--- config.mk ---
export PLATFORM = sky130hd
export DESIGN_NAME = seg7_scan_driver
export DESIGN_NICKNAME = d
export VERILOG_FILES = /design/src/rtl/seg7_pkg.sv /design/src/rtl/seg7_glyph_rom.sv /design/src/rtl/seg7_scan_driver.sv
export SDC_FILE = /design/constraint.sdc
export NUM_CORES = 1
export LEC_CHECK = 0
export CAP_MARGIN = 20
export CORE_ASPECT_RATIO = 0.9
export CORE_MARGIN = 5
export CORE_UTILIZATION = 47
export DETAILED_ROUTE_END_ITERATION = 10
export GPL_ROUTABILITY_DRIVEN = 1
export PLACE_DENSITY_LB_ADDON = 0.2
export SLEW_MARGIN = 20
export SYNTH_ARGS = -nofsm -noshare
export SYNTH_HDL_FRONTEND = slang
export SYNTH_SLANG_ARGS = --single-unit
--- constraint.sdc ---
create_clock -name clk -period 2.2 [get_ports clk]
set_input_delay 0.22 -clock clk [delete_from_list [all_inputs] [get_ports clk]]
set_output_delay 0.22 -clock clk [all_outputs]
set_load 0.02 [all_outputs]
--- src/rtl/seg7_pkg.sv ---
// Shared definitions for the 7-segment scan driver: segment bit positions,
// the hex glyph table, polarity helpers and the per-slot state encoding.
package seg7_pkg;

  // Bit positions of each segment inside seg_out.
  localparam int SEG_A = 0;  // top
  localparam int SEG_B = 1;  // upper right
  localparam int SEG_C = 2;  // lower right
  localparam int SEG_D = 3;  // bottom
  localparam int SEG_E = 4;  // lower left
  localparam int SEG_F = 5;  // upper left
  localparam int SEG_G = 6;  // middle

  // Lit-segment patterns (gfedcba, active high) for hex digits 0..F.
  localparam logic [6:0] GLYPH [16] = '{
    7'h3F, 7'h06, 7'h5B, 7'h4F, 7'h66, 7'h6D, 7'h7D, 7'h07,
    7'h7F, 7'h67, 7'h77, 7'h7C, 7'h39, 7'h5E, 7'h79, 7'h71
  };

  // Per-slot display phase: BLANK is the anti-ghosting gap, SHOW drives a digit.
  typedef enum logic {
    BLANK = 1'b0,
    SHOW  = 1'b1
  } state_t;

  // Inactive level of the seven segment lines for the chosen polarity.
  function automatic logic [6:0] seg_off(input bit active_low);
    return active_low ? 7'h7F : 7'h00;
  endfunction

  // Inactive level of up to eight digit-select lines; callers slice to width.
  function automatic logic [7:0] dig_off(input bit active_low);
    return active_low ? 8'hFF : 8'h00;
  endfunction

endpackage

--- src/rtl/seg7_glyph_rom.sv ---
// Combinational hex-nibble to segment-pattern lookup.
module seg7_glyph_rom
  import seg7_pkg::*;
(
  input  logic [3:0] i_nibble,
  output logic [6:0] o_seg
);

  logic [6:0] w_code;

  // Table entries are stored gfedcba; map each segment to its pin bit explicitly.
  always_comb begin
    w_code         = GLYPH[i_nibble];
    o_seg          = '0;
    o_seg[SEG_A]   = w_code[SEG_A];
    o_seg[SEG_B]   = w_code[SEG_B];
    o_seg[SEG_C]   = w_code[SEG_C];
    o_seg[SEG_D]   = w_code[SEG_D];
    o_seg[SEG_E]   = w_code[SEG_E];
    o_seg[SEG_F]   = w_code[SEG_F];
    o_seg[SEG_G]   = w_code[SEG_G];
  end

endmodule

--- src/rtl/seg7_scan_driver.sv ---
// Time-multiplexed N-digit 7-segment driver with double-buffered value,
// leading-zero blanking, per-digit enable, blank gap and output polarity.
module seg7_scan_driver
  import seg7_pkg::*;
#(
  parameter int NUM_DIGITS     = 4,
  parameter int DIV_BITS       = 16,
  parameter int BLANK_CYCLES   = 2,
  parameter int SEG_ACTIVE_LOW = 0,
  parameter int DIG_ACTIVE_LOW = 1
) (
  input  logic                    clk,
  input  logic                    rst_n,
  input  logic [4*NUM_DIGITS-1:0] value,
  input  logic [NUM_DIGITS-1:0]   dp_in,
  input  logic [NUM_DIGITS-1:0]   digit_en,
  input  logic                    lz_blank,
  input  logic                    load,
  output logic [6:0]              seg_out,
  output logic                    dp_out,
  output logic [NUM_DIGITS-1:0]   dig_sel,
  output logic                    frame_start
);

  localparam int                    IDX_W     = (NUM_DIGITS > 1) ? $clog2(NUM_DIGITS) : 1;
  localparam logic [DIV_BITS-1:0]   BLANK_CNT = DIV_BITS'(BLANK_CYCLES);
  localparam logic [IDX_W-1:0]      LAST_IDX  = IDX_W'(NUM_DIGITS - 1);
  localparam logic [6:0]            SEG_OFF   = seg_off(SEG_ACTIVE_LOW != 0);
  localparam logic [7:0]            DIG_OFF8  = dig_off(DIG_ACTIVE_LOW != 0);
  localparam logic [NUM_DIGITS-1:0] DIG_OFF   = DIG_OFF8[NUM_DIGITS-1:0];

  // Scan position
  logic [DIV_BITS-1:0]     r_cnt;
  logic [IDX_W-1:0]        r_idx;
  logic                    w_cnt_wrap;
  logic                    w_frame_wrap;

  // Slot phase
  state_t                  r_state;
  state_t                  w_state_next;

  // Value buffers
  logic [4*NUM_DIGITS-1:0] r_shadow_val;
  logic [NUM_DIGITS-1:0]   r_shadow_dp;
  logic [4*NUM_DIGITS-1:0] r_active_val;
  logic [NUM_DIGITS-1:0]   r_active_dp;
  logic                    r_pending;

  // Per-digit decode
  logic [3:0]              w_nibble;
  logic [6:0]              w_glyph;
  logic [NUM_DIGITS-1:0]   w_upper_zero;
  logic                    w_dark;
  logic [6:0]              w_seg_raw;
  logic                    w_dp_raw;
  logic [NUM_DIGITS-1:0]   w_dig_raw;

  // Registered pins
  logic [6:0]              r_seg;
  logic                    r_dp;
  logic [NUM_DIGITS-1:0]   r_dig;
  logic                    r_wrap_d;
  logic                    r_frame_start;

  assign w_cnt_wrap   = &r_cnt;
  assign w_frame_wrap = w_cnt_wrap && (r_idx == LAST_IDX);

  // Prescaler counts clocks within a slot; the digit index advances on slot wrap.
  always_ff @(posedge clk or negedge rst_n) begin
    if (!rst_n) begin
      r_cnt <= '0;
      r_idx <= '0;
    end else begin
      r_cnt <= r_cnt + 1'b1;
      if (w_cnt_wrap) begin
        r_idx <= w_frame_wrap ? '0 : r_idx + 1'b1;
      end
    end
  end

  // Slot phase register.
  always_ff @(posedge clk or negedge rst_n) begin
    if (!rst_n) begin
      r_state <= BLANK;
    end else begin
      r_state <= w_state_next;
    end
  end

  // Phase transitions and raw (active-high) pin values for the current position.
  always_comb begin
    w_state_next = r_state;
    w_seg_raw    = '0;
    w_dp_raw     = 1'b0;
    w_dig_raw    = '0;
    case (r_state)
      BLANK: begin
        if ((BLANK_CYCLES == 0) || (r_cnt == BLANK_CNT - 1'b1)) begin
          w_state_next = SHOW;
        end
      end
      SHOW: begin
        if (!w_dark) begin
          w_seg_raw = w_glyph;
          w_dp_raw  = r_active_dp[r_idx];
          for (int k = 0; k < NUM_DIGITS; k++) begin
            w_dig_raw[k] = (r_idx == IDX_W'(k));
          end
        end
        if (w_cnt_wrap && (BLANK_CYCLES != 0)) begin
          w_state_next = BLANK;
        end
      end
      default: w_state_next = BLANK;
    endcase
  end

  // Shadow captures every load; active only changes at a frame boundary so a
  // frame is never torn. A load on the boundary itself goes straight to active.
  always_ff @(posedge clk or negedge rst_n) begin
    if (!rst_n) begin
      r_shadow_val <= '0;
      r_shadow_dp  <= '0;
      r_active_val <= '0;
      r_active_dp  <= '0;
      r_pending    <= 1'b0;
    end else if (w_frame_wrap) begin
      if (load) begin
        r_shadow_val <= value;
        r_shadow_dp  <= dp_in;
        r_active_val <= value;
        r_active_dp  <= dp_in;
        r_pending    <= 1'b0;
      end else if (r_pending) begin
        r_active_val <= r_shadow_val;
        r_active_dp  <= r_shadow_dp;
        r_pending    <= 1'b0;
      end
    end else if (load) begin
      r_shadow_val <= value;
      r_shadow_dp  <= dp_in;
      r_pending    <= 1'b1;
    end
  end

  // w_upper_zero[k] is set when active nibbles NUM_DIGITS-1 down to k are all zero.
  always_comb begin : lz_scan
    logic v_acc;
    v_acc        = 1'b1;
    w_upper_zero = '0;
    for (int k = NUM_DIGITS - 1; k >= 0; k--) begin
      v_acc           = v_acc & (r_active_val[4*k +: 4] == 4'h0);
      w_upper_zero[k] = v_acc;
    end
  end

  assign w_nibble = r_active_val[4*r_idx +: 4];
  assign w_dark   = !digit_en[r_idx] ||
                    (lz_blank && (r_idx != '0) && w_upper_zero[r_idx]);

  seg7_glyph_rom u_glyph (
    .i_nibble (w_nibble),
    .o_seg    (w_glyph)
  );

  // Pin registers: polarity applied last, frame_start trails the frame wrap by one clock.
  always_ff @(posedge clk or negedge rst_n) begin
    if (!rst_n) begin
      r_seg         <= SEG_OFF;
      r_dp          <= SEG_OFF[0];
      r_dig         <= DIG_OFF;
      r_wrap_d      <= 1'b0;
      r_frame_start <= 1'b0;
    end else begin
      r_seg         <= w_seg_raw ^ SEG_OFF;
      r_dp          <= w_dp_raw ^ SEG_OFF[0];
      r_dig         <= w_dig_raw ^ DIG_OFF;
      r_wrap_d      <= w_frame_wrap;
      r_frame_start <= r_wrap_d;
    end
  end

  assign seg_out     = r_seg;
  assign dp_out      = r_dp;
  assign dig_sel     = r_dig;
  assign frame_start = r_frame_start;

endmodule

==> Word level (Yosys, flattened, before mapping) <==
Memory sizes are Yosys's and may differ from the RTL's.
Index checks and enable logic that the tools add are counted.
{ "word_totals": {"ff_bits": 74, "rom_bits": 112, "in_bits": 28, "out_inout_bits": 13, "n_memories": 1} }
{ "classes": {"addsub": 2, "n_lt_le_gt_ge": 2, "eq_ne": 4, "n_shift": 1, "mux": 24, "n_bitwise": 6, "reduce_logical": 15} }
{ "mem_list": {"columns": ["name", "words", "width", "rd", "rd_clocked_by_memory_dff", "wr", "line", "rtl"], "rows": [
  ["(no name shown)", 16, 7, 1, 0, 0, "seg7_glyph_rom.sv:13", "w_code = GLYPH[i_nibble];"]
]} }
{ "op_table": {"columns": ["cell", "n"], "rows": [
  ["16-bit two-way mux", 2],
  ["7-bit two-way mux", 4],
  ["16-bit by 1-bit adder with 16-bit output (second input constant)", 1],
  ["16-bit by 1-bit == test with 1-bit output (second input constant)", 1],
  ["4-bit zero test", 4],
  ["4-bit two-way mux", 4],
  ["16-bit AND reduction", 1],
  ["16-bit by 5-bit variable part select with 4-bit output", 1],
  ["1-bit two-way mux", 9],
  ["1-bit binary-select mux with 2-bit select", 3],
  ["2-bit nonzero test", 3],
  ["5-bit >= comparator (second input constant)", 1],
  ["4-bit inverter with 5-bit output", 1],
  ["2-bit == test (second input constant)", 2],
  ["4-bit inverter", 1],
  ["1-bit bitwise AND", 3],
  ["1-bit logical AND", 3],
  ["2-bit by 3-bit less-than comparator with 1-bit output (second input constant)", 1],
  ["2-bit by 1-bit adder with 2-bit output (second input constant)", 1],
  ["2-bit by 1-bit == test with 1-bit output (second input constant)", 1],
  ["2-bit zero test", 1],
  ["2-bit two-way mux", 1],
  ["1-bit case mux with 2 select lines", 1],
  ["2-bit AND reduction", 1],
  ["3 further kinds", 3]
]} }

==> Longest topological paths before layout <==
Gate-level depths: netlist (run 1).
{ "logic_depth": {"depth_word": 11, "depth_mapped": 8, "mapped_depth_nobuf": 7} }

==> Hierarchy <==
A second synthesis (run 1) with hierarchy kept.
{ "unflattened": {"cells_unflattened": 260, "area_unflattened_um2": 3460.8} }
{ "modules_own_cells": {"columns": ["mod", "instances", "cells_per_inst", "area_per_inst_um2", "seq_area_each_um2"], "rows": [
  ["seg7_scan_driver", 1, 219, 3176.8, 1856.8],
  ["seg7_glyph_rom", 1, 41, 284.0, 0.0]
]} }

==> Least setup slack after synthesis (run 1) <==
OpenSTA, ideal clock, no wires.
{ "synth_timing": {"kind": "flip-flop to flip-flop", "startpoint": "register r_idx[0]", "endpoint": "register r_seg[3] (netlist: seg_out[3])", "setup_time_ns": 0.068, "arrival_time_ns": 2.108, "required_ns": 2.132, "setup_slack_ns": 0.025, "path_stages_with_launch": 8, "n_path_buf": 1, "path_cell_list": "dfrtp_1 -> buf_6 -> mux4_1 -> inv_1 -> ha_1 -> mux2_2 -> o21ai_1 -> and4_1"} }
{ "synth_via": {"elab_chain_cells": 7, "elab_cells_between_ends": 16, "cone_classes": "shift: 1; mux: 8; bitwise: 1; reduce/logical: 5; memory: 1"} }
{ "synth_lines": {"columns": ["element", "line", "rtl"], "rows": [
  ["start: declaration", "seg7_scan_driver.sv:34", "logic [IDX_W-1:0] r_idx;"],
  ["start signal: assignment", "seg7_scan_driver.sv:76", "r_idx <= w_frame_wrap ? '0 : r_idx + 1'b1;"],
  ["16-bit by 5-bit variable part select with 4-bit output", "seg7_scan_driver.sv:157", "assign w_nibble = r_active_val[4*r_idx +: 4];"],
  ["4-bit inverter with 5-bit output (not written as such)", "seg7_glyph_rom.sv:13", null],
  ["memory 16 x 7 bit", null, null],
  ["7-bit two-way mux (not written as such) (2 in a row)", "seg7_glyph_rom.sv:13", null],
  ["7-bit two-way mux (*)", "seg7_scan_driver.sv:103", "if (!w_dark) begin"],
  ["7-bit two-way mux (*)", "seg7_scan_driver.sv:96", "case (r_state)"],
  ["net w_seg_raw[3]", "seg7_scan_driver.sv:54", "logic [6:0] w_seg_raw;"],
  ["end signal: assignment", "seg7_scan_driver.sv:175", "r_seg <= w_seg_raw ^ SEG_OFF;"],
  ["end: declaration", "seg7_scan_driver.sv:59", "logic [6:0] r_seg;"]
]} }
Mark *: on every way through the listed nets, which the timed path passes. The rest lies on a longest branch. The select of a mux whose other input is x is not followed.
A chain may end at the register's enable or synchronous reset.

==> Worst setup path after layout (run 1) <==
Same ends and word-level chain as after synthesis.

==> results of run 1 <==
==> sequential cells by signal, indices dropped and copies added, names as in the netlist <==
register,flops
dig_sel,4
r_active_dp,4
r_idx,2
r_active_val,16
r_cnt,16
frame_start,1
r_wrap_d,1
dp_out,1
r_shadow_dp,4
r_shadow_val,16
r_pending,1
r_state,1
seg_out,7
==> worst paths after layout <==
kind | from | endpoint | slack, ns | depth (start not counted)
max in group asynchronous | rst_n | dig_sel[1] | 1.44 | 3
max | r_idx[0] | seg_out[3] | 0.10 | 6
max reg2reg | r_idx[0] | seg_out[3] | 0.10 | 6
min reg2reg | r_wrap_d | frame_start | 0.36 | 0
min in group asynchronous | rst_n | r_shadow_dp[0] | 0.43 | 3
min | r_wrap_d | frame_start | 0.36 | 0
==> final cells by class <==
class                   instances  area share
clock inverters                 5      0.0188
repair buffers                 49       0.119
multi-input cells             156       0.341
flip-flops and latches         74       0.450
clock buffers                  11      0.0343
inverters                       9     0.00819
well taps                      93      0.0282
==> cell families (layout without fill, tap and decap cells) <==
family	Yosys count	count (layout)	share of synthesized area
xor+xnor	14	14	0.0366
buf+inv	17	74	0.0265
mux	54	54	0.199
flops	74	74	0.554
simple gates	63	63	0.107
compound gates	14	14	0.0366
fa+ha+maj	11	11	0.0410
==> critical path, delay by kind of cell, from the launching register on <==
kind,cells,cell delay (ns)
simple gates,1,0.19
mux,2,0.90
flops,1,0.43
compound gates,1,0.11
buf+inv,1,0.13
fa+ha+maj,1,0.28
==> synth_stat cells, types with 4 or more instances <==
cell type / number / area, um^2
nor3_1: 4 / 20.0
dfstp_2: 4 / 105
and3_1: 4 / 25.0
xnor2_1: 9 / 78.8
a21oi_1: 4 / 20.0
nor4_1: 9 / 56.3
ha_1: 11 / 138
nor2b_1: 5 / 31.3
nand3_1: 10 / 50.1
mux2_2: 44 / 495
dfrtp_1: 70 / 1750
and4_1: 4 / 35.0
nand2_1: 9 / 33.8
inv_1: 9 / 33.8
xor2_1: 5 / 43.8
nor2_1: 7 / 26.3
mux2i_1: 5 / 50.1
==> layer usage <==
layer	wire length, um	track usage
met2	2760	0.224
met1	2900	0.202
met4	80	0.0444
met3	342	0.0550
met5	0	0
==> through the flow <==
| step | std cells | cell area, um^2 | utilization | power, mW | hold WS [ns] |
|---|---|---|---|---|---|
| 4_1_cts | 397 | 4120 | 0.589 | 2.77 | 0.365 |
| 3_5_place_dp | 380 | 3890 | 0.556 | 1.62 | 0.285 |
| 2_1_floorplan | 247 | 3350 | - | 1.50 | -0.0756 |
| 3_3_place_gp | 380 | 3890 | 0.556 | 1.61 | 0.280 |
| 6_report | 397 | 4120 | 0.589 | 2.74 | 0.363 |
| 5_1_grt | 397 | 4120 | 0.589 | 2.85 | 0.383 |
==> power by group <==
group | total [mW] | leakage (nW) | internal [mW] | switching (mW)
sequential | 1.41 | 0.936 | 1.40 | 0.00978
clock | 1.15 | 0.109 | 0.666 | 0.485
combinational | 0.173 | 0.770 | 0.0964 | 0.0764
total | 2.74 | 1.82 | 2.17 | 0.572
==> cells in the final DEF, fill, tap and decap left out, types with 2 or more instances in the layout <==
master / synthesis / routed
a21oi_1: 4 / 4
and3_1: 4 / 4
and4_1: 4 / 4
buf_12: 0 / 2
buf_4: 2 / 6
bufinv_16: 0 / 2
clkbuf_8: 0 / 10
clkdlybuf4s50_1: 0 / 39
clkinv_2: 0 / 2
dfrtp_1: 70 / 70
dfstp_2: 4 / 4
ha_1: 11 / 11
inv_1: 9 / 9
mux2_2: 44 / 44
mux2i_1: 5 / 5
mux4_1: 2 / 2
mux4_2: 3 / 3
nand2_1: 9 / 9
nand2b_1: 3 / 3
nand3_1: 10 / 10
nor2_1: 7 / 7
nor2b_1: 5 / 5
nor3_1: 4 / 4
nor4_1: 9 / 9
o21ai_0: 2 / 2
xnor2_1: 9 / 9
xor2_1: 5 / 5
==> results.ini, run 1 <==
[outcome]
status=finished, final reports clean

[yosys]
synth-seq-cells=74
yosysSeqAreaShare=0.554
avgSynthCellArea_um2=13.6
synth_cell_types=41
synth_area_um2=3350
synth_edf_count=0
syn_inst=247
synth_nets=286
synthArstFlopShare=1.00
synth_warnings=0
ys.flop_type=dfrtp_1

[grt]
antenna_found_initial=0
grt-ovfl-total=0
grt_pass1_vias=2121
grt_pass1_wl_um=10500
grt_use_total=0.149
grt_max_degree=75

[timing]
timing.final.crit_share=0.952
tightest_slew_ns=0.563
finClkSkew_ns=0.00900
fin_crit_ns=2.10
drv_slew=0
rsz0062_at_grt=no
finalHoldViolCount=0
setup_violations=0
layout_setup_ws_ns=0.105
fin_setup_tns_ns=0
maxSlewHeadroom=0.623
fmax_ghz=0.477

[die]
ioPinCount=41
die_h_um=90.1
rows=29
die_w_um=99.0
die-area_um2=8930
start_util=0.479
core_um2=7000

[clock_network]
cts_tree=done
cts-root-buf=clkbuf_8
cts_setup_buffers=0
clock_latency_ns=0.35
ctsHoldBuffers=1
cts_resized=0
cts_max_level=3
cts.path.max_buffers=2
clock-sinks=74
clkTransAtPathRegs_ns=0.07
numCtsBuffers=9

[placed_design]
pre_cts_slack_ns=0.121
portBuffers=40
post-dp-hpwl_um=4240
gp_congestion=0.809

[route]
wirelength_um=6080
drtPass1Iterations=4
wl_per_cell_um=15.3
drtIter0Drc=52
drcViolationCount=0
vias=2083
vias_per_cell=5.25
detail-route-antenna-nets=0

[final_layout]
final_layout_size_suffix_gt1_frac=0.263
antennaDiodeCount=0
num-nets-final=338
num-fill-cells=584
synthToLayoutAreaGrowth_pct=23.0
multi_input_area_um2=1410
seq_area_um2=1860

[power]
power_density_nw_per_um2=664
peakVddDrop_mv=0.453
leakage_nw=1.82

[worst_setup_path]
cp_slowest_cell=mux4_2
end_kind=register
path_cells=mux4_2 > inv_1 > ha_1 > mux2_2 > o21ai_1 > and4_1
crit_path_max_incr_delay_ns=0.60
required_ns=2.48
path_max_fanout=5
cp-start-kind=register
critPathArrivalTime_ns=2.38
crit_type=reg2reg

[job]
maxCapViolCount=0

[min_path]
hp-class=reg2reg

Power figures use the tool's default switching activity.
==> run 2: changes to the inputs <==
==> constraint.sdc (replaced) <==
create_clock -name clk -period 2.1 [get_ports clk]
set_input_delay 0.21 -clock clk [delete_from_list [all_inputs] [get_ports clk]]
set_output_delay 0.21 -clock clk [all_outputs]
set_load 0.02 [all_outputs]
==> results.ini, run 2 (same netlist as run 1, synthesis figures left out) <==
[power]
leakage_nw=1.88  ; +3.3%
p_comb_frac=0.059  ; -0.004
power_density_nw_per_um2=728  ; +9.6%
switching_share=0.198  ; -0.0107
p_sw_mw=0.613  ; +7.3%
p_int_mw=2.48  ; +15%
peakVddDrop_mv=0.488  ; +7.7%
power.share.clock=0.462  ; +0.041
pwr-share-seq=0.478  ; -0.038

[timing]
fin_setup_tns_ns=0  ; unchanged
rsz0062_at_grt=no
fmax_ghz=0.504  ; +5.5%
timing.final.crit_share=0.946  ; -0.00668
finalHoldViolCount=0  ; unchanged
tightest_slew_ns=0.586  ; +0.0231 ns
setup_violations=0  ; unchanged
drv_slew=0  ; unchanged
layout_setup_ws_ns=0.114  ; +0.00926 ns
fin_crit_ns=1.99  ; -0.109 ns
maxSlewHeadroom=0.609  ; -0.0137
finClkSkew_ns=0.00579  ; -0.00321 ns

[die]
start_util=0.479  ; unchanged
ioPinCount=41  ; unchanged
die_h_um=90.1  ; unchanged
die-area_um2=8930  ; unchanged
die_w_um=99.0  ; unchanged
core_um2=7000  ; unchanged
rows=29  ; unchanged

[placed_design]
portBuffers=40  ; unchanged
post-dp-hpwl_um=4450  ; +5.0%
dp_cells=384  ; +1.1%
gp_congestion=0.730  ; -9.7%
placed_area_um2=3920  ; +0.67%
pre_cts_slack_ns=0.108  ; -0.0130 ns

[clock_network]
cts_tree=done
numCtsBuffers=9  ; unchanged
clock_latency_ns=0.35  ; about the same
clock-sinks=74  ; unchanged
cts-root-buf=clkbuf_8
clkTransAtPathRegs_ns=0.07  ; about the same
cts_max_level=3  ; unchanged
cts.path.max_buffers=2  ; unchanged

[final_layout]
num-nets-final=346  ; +2.4%
num-fill-cells=547  ; -6.3%
fin_cells=405  ; +2.0%
final_cell_area_um2=4250  ; +3.2%
reg_top3=r_active_val (16), r_cnt (16), r_shadow_val (16)
final_common_cell=dfrtp_1
antennaDiodeCount=0  ; unchanged
synthToLayoutAreaGrowth_pct=26.9
final_cell_mix=dfrtp_1, mux2_2, clkdlybuf4s50_1, buf_4, ha_1
final_layout_size_suffix_gt1_frac=0.298  ; +0.0349

[worst_setup_path]
crit_path_frequent_cell=nor4_1
cp_slowest_cell=a2111oi_4
required_ns=2.30  ; -0.18 ns
cp-startpoint=r_active_val[8]
path_max_fanout=6  ; +1
critPathArrivalTime_ns=2.19  ; -0.19 ns
path_cells=nor4_1 > o21ai_0 > a2111oi_4 > nor4_1
cp-start-kind=register
crit_type=reg2reg
end_kind=register
crit_path_max_incr_delay_ns=0.56  ; -0.04 ns
timing.rr.start=r_active_val[8]

[outcome]
status=finished, final reports clean

[grt]
grt_use_total=0.147  ; -0.00234
antenna_found_initial=0  ; unchanged
grt-ovfl-total=0  ; unchanged
grt_pass1_wl_um=10300  ; -2.2%
grt_pass1_vias=2108  ; -0.61%
grt_max_degree=51  ; -32%

[route]
wirelength_um=6420  ; +5.6%
drcViolationCount=0  ; unchanged
drtPass1Iterations=4  ; unchanged
drtIter0Drc=65  ; +25%
vias=2107  ; +1.2%
wl_per_cell_um=15.8  ; +3.5%
vias_per_cell=5.20  ; -0.85%
detail-route-antenna-nets=0  ; unchanged

[min_path]
hp-class=reg2reg
hp-start=r_wrap_d

[job]
maxCapViolCount=0  ; unchanged

==> run 2: cell types whose count changed in the layout (fill, tap and decap cells not counted), moves of 2 or more <==
cell	change
buf_4	+7
bufinv_16	+2
dfrtp_1	-2
dfrtp_2	+2
==> run 2: routing by layer <==
layer,part of all wire,GRT usage,vias up
met1,0.47,0.196,1047
met5,0,0,-
met3,0.050,0.0565,4
met2,0.48,0.221,43
li1,-,-,1013
met4,0.0048,0.0444,0
==> run 2: timing repair <==
action | in CTS | in global routing
gates resized for setup | 0 | 3
setup endpoints to repair | 0 | 2
hold buffers | 1 | 0
endpoints found under the hold margin | 20 | 0
setup buffers | 0 | 3
==> run 2: cell type report <==
cell class	count	area (um^2)	area share
Tap cell	93	116	0.0274
Clock inverter	7	141	0.0332
Multi-Input combinational cell	157	1440	0.338
Inverter	9	33.8	0.00794
Clock buffer	9	124	0.0291
Timing Repair Buffer	56	543	0.128
Sequential cell	74	1860	0.437
==> run 2: per-stage QoR <==
| step | util | hold slack, ns | total power, mW |
|---|---|---|---|
| 2_1_floorplan | - | -0.0856 | 1.58 |
| 3_3_place_gp | 0.560 | 0.243 | 1.69 |
| 4_1_cts | 0.599 | 0.355 | 3.14 |
| 6_report | 0.607 | 0.355 | 3.09 |
| 3_5_place_dp | 0.560 | 0.249 | 1.69 |
| 5_1_grt | 0.607 | 0.364 | 3.23 |
==> run 2: path summary, 6_finish.rpt <==
check                                       end  slack, ns  depth (start not counted)
worst max-delay path                 seg_out[2]       0.11                          4
worst min-delay path                frame_start       0.35                          0
worst max register to register       seg_out[2]       0.11                          4
worst min register to register      frame_start       0.35                          0
max in group asynchronous              r_idx[1]       1.04                          3
min in group asynchronous       r_shadow_val[0]       0.39                          2
==> run 2: power groups by stage <==
stage	combinational, mW	sequential (mW)	clock (mW)
finish	0.184	1.48	1.43
global route	0.204	1.48	1.54
detailed placement	0.186	1.51	0
global placement	0.184	1.51	0
floorplan	0.0619	1.51	0
CTS	0.189	1.48	1.47
==> run 2: worst max-delay path, delay by kind of cell (launching register included) <==
kind	cells	cell delay, ns
flip-flops	1	0.42
AO/OA/AOI/OAI	2	0.86
AND/OR/NAND/NOR	2	0.56
==> patch: new RTL, config.mk and constraints of run 2 <==
Register the output `dig_sel` once more; this adds one clock of latency there. The other outputs are not delayed to match.
--- a/src/rtl/seg7_scan_driver.sv
+++ b/src/rtl/seg7_scan_driver.sv
@@ -182,7 +182,9 @@
 
   assign seg_out     = r_seg;
   assign dp_out      = r_dp;
-  assign dig_sel     = r_dig;
+  always_ff @(posedge clk) begin
+    dig_sel <= r_dig;
+  end
   assign frame_start = r_frame_start;
 
 endmodule
Check against the original RTL: not equivalent (a bounded check fails within 4 cycles, from zero or initial values and one cycle with rst_n low).
==> patch against run 2 <==
Hold slack lost 0.020 ns; area after synthesis rose by 2.4%; total power shrank 7.7%; design area decreased by 0.62%; routed wire length decreased by 5.1%; worst setup slack improved by 0.021 ns; cell count up 0.49%; first-iteration DRC count rose by 3.1%; largest cell class unchanged; clock skew up 0.0014 ns; sequential cell count up 4; non-clock buffer count fell by 1; die area increased by 2.1%.
==> patch: results (changes against run 2) <==
clock root cell: clkbuf_8
Slew @ Worst Pin: 0.4878 ns (-0.09828 ns)
slowest CP cell: mux4_2
met3 Use GR: 0.04751 (-0.008992)
placed cell area: 0.004009 sq mm (+2.2%)
overall routing resource usage: 0.1500 (+0.003284)
Initial DRC Count: 67 (+3.1%)
status: finished clean
Min-Delay Path Class: in -> async
WL met1: 2962 um (-1.7%)
Fill cells: 587 (+7.3%)
top-area cell type share of the netlist area: 0.5102 (-0.01218)
syn_nets: 290 (+1.4%)
clock skew: 0.007225 ns (+0.001431 ns)
Syn Inst Count: 251 (+1.6%)
P_clk: 1.12 mW (-22%)
worst reg2reg endpoint: seg_out[3]$_DFF_PN0_
NumNets Final: 348 (+0.58%)
met1 GRT Util: 0.2032 (+0.006902)
global-route wire length before repair: 10670 um (+3.8%)
post-synthesis mux area share: 0.1939 (-0.004630)
Flop+latch power: 1.56 mW (+5%)
cell count after placement: 389 (+1.3%)
crit path max fanout: 4 (-2)
Synth async-reset ratio: 0.9487 (-0.05128)
Synth Area in XOR/XNOR: 0.03571 (-0.0008529)
Reg2Reg Setup Slack: 0.13 ns (+0.02 ns)
via count: 2069 (-1.8%)
Synth Area in Adders: 0.04009 (-0.0009573)
largest net degree at the start of global routing: 56 (+9.8%)
post-DR vias/cell: 5.084 (-2.3%)
routed wl met2: 2706 um (-11%)
share of post-route cells with drive strength above 1: 0.2803 (-0.01782)
HPWL after DPL: 4500 um (+1.1%)
Area contributors post-synth: dfrtp_1 51%, mux2_2 14%, ha_1 4.0%
Distinct cells, synth: 42 (+2.4%)
Sw Pwr: 591.0 uW (-3.6%)
CP arrival: 2.26 ns (+0.07 ns)
GPL Wtd Cong: 0.8233 (+13%)
WL final: 6091 um (-5.1%)
R2R cell count: 6 (+2)
post-synthesis compound-gate area fraction: 0.03571 (-0.0008529)
WL met3: 310 um (-4.0%)
sequential area share after synthesis: 0.5641 (+0.01041)
vias in the first global route: 2198 (+4.3%)
global routing usage on met2: 0.2244 (+0.003527)
initial antenna violation count: 0 (unchanged)
-- patch: worst max-delay path by stage --
stage	start	end	slack [ns]	cells after the start
final	r_idx[0]$_DFFE_PN0P_	seg_out[3]$_DFF_PN0_	0.13	6
after global routing	r_idx[0]$_DFFE_PN0P_	seg_out[3]$_DFF_PN0_	0.002	6
after CTS	r_idx[0]$_DFFE_PN0P_	seg_out[3]$_DFF_PN0_	0.03	6
after detailed placement	r_idx[0]$_DFFE_PN0P_	seg_out[3]$_DFF_PN0_	0.04	6
after global placement	r_idx[0]$_DFFE_PN0P_	seg_out[3]$_DFF_PN0_	0.11	6
after floorplan	r_idx[0]$_DFFE_PN0P_	seg_out[3]$_DFF_PN0_	0.006	7
-- patch: worst max-delay path: cells and delay by family (launching register included) --
family                     cells  cell delay, ns
adders and majority gates      1            0.26
AOI/OAI and AO/OA              1            0.11
and+or+nand+nor                1            0.19
buffers and inverters          1            0.10
DFF                            1            0.40
muxes                          2            0.85
-- patch: layout make-up --
type | count | share of cell area
sequential | 78 | 0.4584
clock buffer | 15 | 0.03936
timing repair buffer | 55 | 0.1267
inverter | 9 | 0.007991
clock inverter | 1 | 0.007103
tap | 93 | 0.02752
multi-input combinational | 156 | 0.3329
-- patch: per-stage QoR --
stage | hold slack (ns) | util | power (mW) | worst slack, ns
5_1_grt | 0.3693 | 0.5975 | 2.980 | 0.001636
3_5_place_dp | 0.1866 | 0.5666 | 1.772 | 0.03574
4_1_cts | 0.3338 | 0.5958 | 2.903 | 0.02539
3_3_place_gp | 0.1828 | 0.5666 | 1.770 | 0.1061
6_report | 0.3345 | 0.5975 | 2.858 | 0.1349
2_1_floorplan | -0.08559 | - | 1.655 | 0.005501
